===== config.mk =====
export PLATFORM = sky130hd
export DESIGN_NAME = mem_bist_ctrl
export DESIGN_NICKNAME = d
export VERILOG_FILES = /design/src/rtl/mem_bist_ctrl.sv
export SDC_FILE = /design/constraint.sdc
export NUM_CORES = 1
export LEC_CHECK = 0
export BUFFER_PORTS_ARGS = -buffer_cell sky130_fd_sc_hd__buf_4
export CELL_PAD_IN_SITES_DETAIL_PLACEMENT = 2
export CELL_PAD_IN_SITES_GLOBAL_PLACEMENT = 2
export CORE_MARGIN = 10
export CORE_UTILIZATION = 33
export DETAILED_ROUTE_END_ITERATION = 16
export HOLD_SLACK_MARGIN = 0.06
export MAX_ROUTING_LAYER = met4
export PLACE_DENSITY_LB_ADDON = 0.2
export SYNTH_ARGS = -nofsm -noshare
export SYNTH_HDL_FRONTEND = slang
export SYNTH_SLANG_ARGS = --single-unit

===== constraint.sdc =====
create_clock -name clk -period 2.1 [get_ports clk]
set_input_delay 0.21 -clock clk [delete_from_list [all_inputs] [get_ports clk]]
set_output_delay 0.21 -clock clk [all_outputs]
set_load 0.05 [all_outputs]

===== src/rtl/mem_bist_ctrl.sv =====
// March-style memory BIST sequencer: writes a pattern and its complement, reads each back
// through a one-cycle registered memory, and reports a saturating error count and the first failing address.
//
// state  | meaning
// -------+-----------------------------------------------
// IDLE   | waiting for start after reset
// W0     | write P(a) to addresses 0..DEPTH-1
// R0     | read addresses 0..DEPTH-1, compare one cycle later
// C0     | drain compare of the last R0 read
// W1     | write ~P(a) to addresses 0..DEPTH-1
// R1     | read addresses 0..DEPTH-1, compare one cycle later
// C1     | drain compare of the last R1 read
// DONE   | result held until next start
module mem_bist_ctrl #(
    parameter int WIDTH = 8,
    parameter int DEPTH = 8,
    parameter int ADDR  = 3
) (
    input  logic             clk,
    input  logic             rst_n,
    input  logic             start,
    output logic             busy,
    output logic             done,
    output logic             pass,
    output logic [7:0]       err_count,
    output logic             fail_valid,
    output logic [ADDR-1:0]  fail_addr,
    output logic             write_en,
    output logic [ADDR-1:0]  write_addr,
    output logic [WIDTH-1:0] write_data,
    output logic [ADDR-1:0]  read_addr,
    input  logic [WIDTH-1:0] read_data
);

    typedef enum logic [2:0] {
        S_IDLE,
        S_W0,
        S_R0,
        S_C0,
        S_W1,
        S_R1,
        S_C1,
        S_DONE
    } state_t;

    localparam logic [ADDR-1:0] LAST_ADDR = ADDR'(DEPTH - 1);

    function automatic logic [WIDTH-1:0] pattern(input logic [ADDR-1:0] a, input logic inv);
        logic [31:0] prod;
        prod = 32'(a) * 32'h11;
        return inv ? ~WIDTH'(prod) : WIDTH'(prod);
    endfunction

    state_t           state;
    logic             cmp_valid;
    logic [ADDR-1:0]  cmp_addr;
    logic [WIDTH-1:0] cmp_exp;
    logic             mismatch;
    logic [7:0]       err_next;

    // read_data answers the address issued last cycle, so it is checked against the registered expectation
    always_comb begin
        mismatch = 1'b0;
        err_next = err_count;
        if (cmp_valid && (read_data != cmp_exp)) begin
            mismatch = 1'b1;
            if (err_count != 8'hFF) begin
                err_next = err_count + 8'd1;
            end
        end
    end

    always_ff @(posedge clk or negedge rst_n) begin
        if (!rst_n) begin
            state      <= S_IDLE;
            busy       <= 1'b0;
            done       <= 1'b0;
            pass       <= 1'b0;
            err_count  <= 8'd0;
            fail_valid <= 1'b0;
            fail_addr  <= '0;
            write_en   <= 1'b0;
            write_addr <= '0;
            write_data <= '0;
            read_addr  <= '0;
            cmp_valid  <= 1'b0;
            cmp_addr   <= '0;
            cmp_exp    <= '0;
        end else begin
            cmp_valid <= 1'b0;
            err_count <= err_next;
            if (mismatch && !fail_valid) begin
                fail_valid <= 1'b1;
                fail_addr  <= cmp_addr;
            end

            unique case (state)
                S_IDLE, S_DONE: begin
                    if (start) begin
                        state      <= S_W0;
                        busy       <= 1'b1;
                        done       <= 1'b0;
                        pass       <= 1'b0;
                        err_count  <= 8'd0;
                        fail_valid <= 1'b0;
                        fail_addr  <= '0;
                        write_en   <= 1'b1;
                        write_addr <= '0;
                        write_data <= pattern('0, 1'b0);
                        read_addr  <= '0;
                    end
                end

                S_W0, S_W1: begin
                    if (write_addr == LAST_ADDR) begin
                        state      <= (state == S_W0) ? S_R0 : S_R1;
                        write_en   <= 1'b0;
                        write_addr <= '0;
                        write_data <= '0;
                        read_addr  <= '0;
                    end else begin
                        write_addr <= write_addr + 1'b1;
                        write_data <= pattern(write_addr + 1'b1, state == S_W1);
                    end
                end

                S_R0, S_R1: begin
                    cmp_valid <= 1'b1;
                    cmp_addr  <= read_addr;
                    cmp_exp   <= pattern(read_addr, state == S_R1);
                    if (read_addr == LAST_ADDR) begin
                        state     <= (state == S_R0) ? S_C0 : S_C1;
                        read_addr <= '0;
                    end else begin
                        read_addr <= read_addr + 1'b1;
                    end
                end

                S_C0: begin
                    state      <= S_W1;
                    write_en   <= 1'b1;
                    write_addr <= '0;
                    write_data <= pattern('0, 1'b1);
                end

                S_C1: begin
                    state <= S_DONE;
                    busy  <= 1'b0;
                    done  <= 1'b1;
                    pass  <= (err_next == 8'd0);
                end

                default: state <= S_IDLE;
            endcase
        end
    end

endmodule


==> flow_summary.ini <==
[outcome]
status = finished, final reports clean

[drt]
final_antenna_net_count = 0
wl_per_cell_um = 18.1
drtIter0Drc = 46
drt_pass1_iterations = 4
vias = 1840
viasPerCell = 5.30
drt-total-wl_um = 6290
drc = 0

[cells_and_area]
drive_gt1_share_pct = 26.1
final_cells = 347
areaGrowthSynthToFinish_pct = 26.6
diodes = 0
n_fill_cell = 677
fin_nets = 287

[power_and_ir_drop]
clock_power_share_pct = 14.2
pwr-share-comb_pct = 57.7
netSwitchingPower_uw = 2270
internal_power_uw = 2340
sw_frac_of_total_pct = 49.2
power_frac_seq_pct = 28.1
power.leakage_uw = 0.00125
ir_worst_vdd_v = 0.000762
power-per-cell-area_nw_per_um2 = 1760

[grt]
grt_overflow = 0
grt_pass1_wl_um = 10400
track_usage_pct = 13.2
grt_antenna_before_repair = 0
first_global_vias = 2012
grt_max_degree = 38

[floorplanning]
std_cell_rows = 28
die_h_um = 99.3
die-area_um2 = 9870
core_um2 = 6030
start_util_pct = 34.5
io-pin-count = 41
chipWidth_um = 99.3

[timing]
tns_ns = 0
fin_skew_ns = 0.00593
fin_crit_ns = 1.97
slew_headroom_pct = 67.1
fin_crit_sh_pct = 93.6
tightest_slew_ns = 0.493
finalMaxSlewViolations = 0
rsz0062_at_grt = false
clock.fmax_ghz = 0.509
setup_viol = 0
hold_viol_final = 0

[critical_path]
crit_arrival_ns = 2.17
startpoint_type = register
cp.required_ns = 2.31
critPathKind = register to register
cp-end-kind = register
worstPathCellList = and3_1 > o22ai_2 > o21ai_2 > or3_1 > a211o_1 > o32ai_2
r2r-start = cmp_exp[4]
crit_start = cmp_exp[4]
cp_max_fo = 5
rr_worst_depth = 6
reg2reg_to = pass
slowest_stage = dfrtp_1
ff2ff_setup_slack_ns = 0.13
cpPeakStageDelay_ns = 0.42

[yosys]
synth_fa_ha_area_share_pct = 3.49
yosysWarnings = 0
avgSynthCellArea_um2 = 9.23
synth_top_family_by_area = compound AO/OA/AOI/OAI gates
seq_area_frac_synth_pct = 44.6
ys_ff_latch = 37
syn_area_um2 = 2080
synth-edff-count = 0
synth_nets = 241
synth_xor_xnor_area_share_pct = 2.53
synth.area.mux_share_pct = 6.45
synthSimpleGateAreaFrac_pct = 17.9
async_reset_ff_share_pct = 100
synth_compound_area_share_pct = 19.5
synth_ff_type = dfrtp_1
syn_inst = 225
yosysUniqueCellTypes = 47

[clocking]
cts_buffer_depth = 2
h-tree-depth = 2
cts.reportedPaths.clkPinSlew_ns = 0.08
numCtsBuffers = 5
holdBufCountCts = 1
post-cts-setup-buffer-count = 0
insertion_delay_ns = 0.30
cts_tree = built
cts_sinks = 37
ctsResizeCount = 0
cts_root_buffer = clkbuf_8

[worst_hold_path]
min-delay-start = start
hp-class = input port to register
holdPathStages = 3
min_to = state[2]

[placement]
gp_congestion = 0.763
hpwl_um = 4750
io_buffers = 40
place_inst = 338

[flow_run]
cap_violations = 0
[worst max path at each step]
stage | end | slack [ns] | cells past startpoint
after global routing | pass | 0.05 | 6
after CTS | pass | 0.12 | 6
after floorplan | pass | 0.001 | 7
after global placement | pass | 0.22 | 6
final | pass | 0.13 | 6
after detailed placement | pass | 0.14 | 6
[worst max-delay path: cells and delay by family, from the launching register on]
family	cells	cell delay, ns
flops	1	0.42
compound gates	4	0.89
simple gates	2	0.57
[kinds of logic after synthesis]
group / Yosys count
fa+ha+maj: 6
buf+inv: 26
simple gates: 79
mux: 13
xor+xnor: 6
compound gates: 58
flops: 37
[state kept, by name, summed over array words and instances (netlist names)]
name        cells
busy            1
cmp_addr        3
cmp_exp         4
cmp_valid       1
done            1
err_count       8
fail_addr       3
fail_valid      1
pass            1
read_addr       3
state           3
write_addr      3
write_data      4
write_en        1
[stage by stage]
step / cell area, um2 / hold slack (ns) / worst slack, ns / util (%) / power (uW)
floorplan: 2080 / -0.0856 / 0.00106 / - / 3110
global placement: 2500 / 0.216 / 0.221 / 41.5 / 3910
finish: 2630 / 0.331 / 0.135 / 43.6 / 4610
detailed placement: 2500 / 0.219 / 0.139 / 41.5 / 4000
global route: 2630 / 0.347 / 0.0485 / 43.6 / 4940
CTS: 2630 / 0.331 / 0.118 / 43.6 / 4690
[power groups by stage]
stage	clock (uW)	sequential [uW]	combinational, uW
finish	657	1300	2660
global route	706	1350	2890
CTS	675	1310	2710
detailed placement	0	1320	2680
global placement	0	1300	2620
floorplan	0	1860	1250
[area by class of cell]
cell class                      count  area [um2]  share of cell area, %
Clock buffer                        7        86.3                   3.28
Clock inverter                      1        30.0                   1.14
Inverter                            9        33.8                   1.29
Multi-Input combinational cell    162        1040                   39.4
Sequential cell                    37         926                   35.2
Tap cell                           75        93.8                   3.57
Timing Repair Buffer               56         423                   16.1
[placed cells by master, fill, tap and decap left out, types with 4 or more instances in the layout]
cell / instances
nand2_1: 23
nor2b_1: 6
a22o_1: 4
ha_1: 5
buf_4: 55
xnor2_1: 5
nor3_1: 6
o21ai_0: 17
clkbuf_8: 6
mux2i_1: 10
inv_1: 9
dfrtp_1: 37
nor2_1: 22
o22ai_1: 4
a21oi_1: 11
and3_1: 4
nand3_1: 7
[layer usage]
| layer | routed length, um | track usage, % | up-vias |
|---|---|---|---|
| met5 | 0 | - | - |
| met4 | 104 | 4.63 | 0 |
| met3 | 255 | 3.39 | 13 |
| met2 | 3050 | 21.6 | 35 |
| met1 | 2870 | 15.3 | 909 |
| li1 | - | - | 883 |
[cells in the mapped netlist (all sizes together) (2+ instances only)]
library cell | number | area [um2]
a21oi | 11 | 55.1
a22o | 4 | 35.0
and2 | 2 | 12.5
and3 | 4 | 25.0
buf | 9 | 51.3
clkbuf | 8 | 30.0
dfrtp | 37 | 926
ha | 5 | 62.6
inv | 9 | 33.8
mux2 | 3 | 33.8
mux2i | 10 | 100
nand2 | 23 | 86.3
nand2b | 3 | 21.3
nand3 | 7 | 35.0
nor2 | 22 | 82.6
nor2b | 6 | 37.5
nor3 | 6 | 30.0
o211ai | 2 | 15.0
o21a | 2 | 15.0
o21ai | 18 | 93.8
o221ai | 3 | 32.5
o22ai | 6 | 50.0
o31ai | 3 | 22.5
or3 | 2 | 12.5
xnor2 | 5 | 43.8
(Power assumes the default switching activity.)
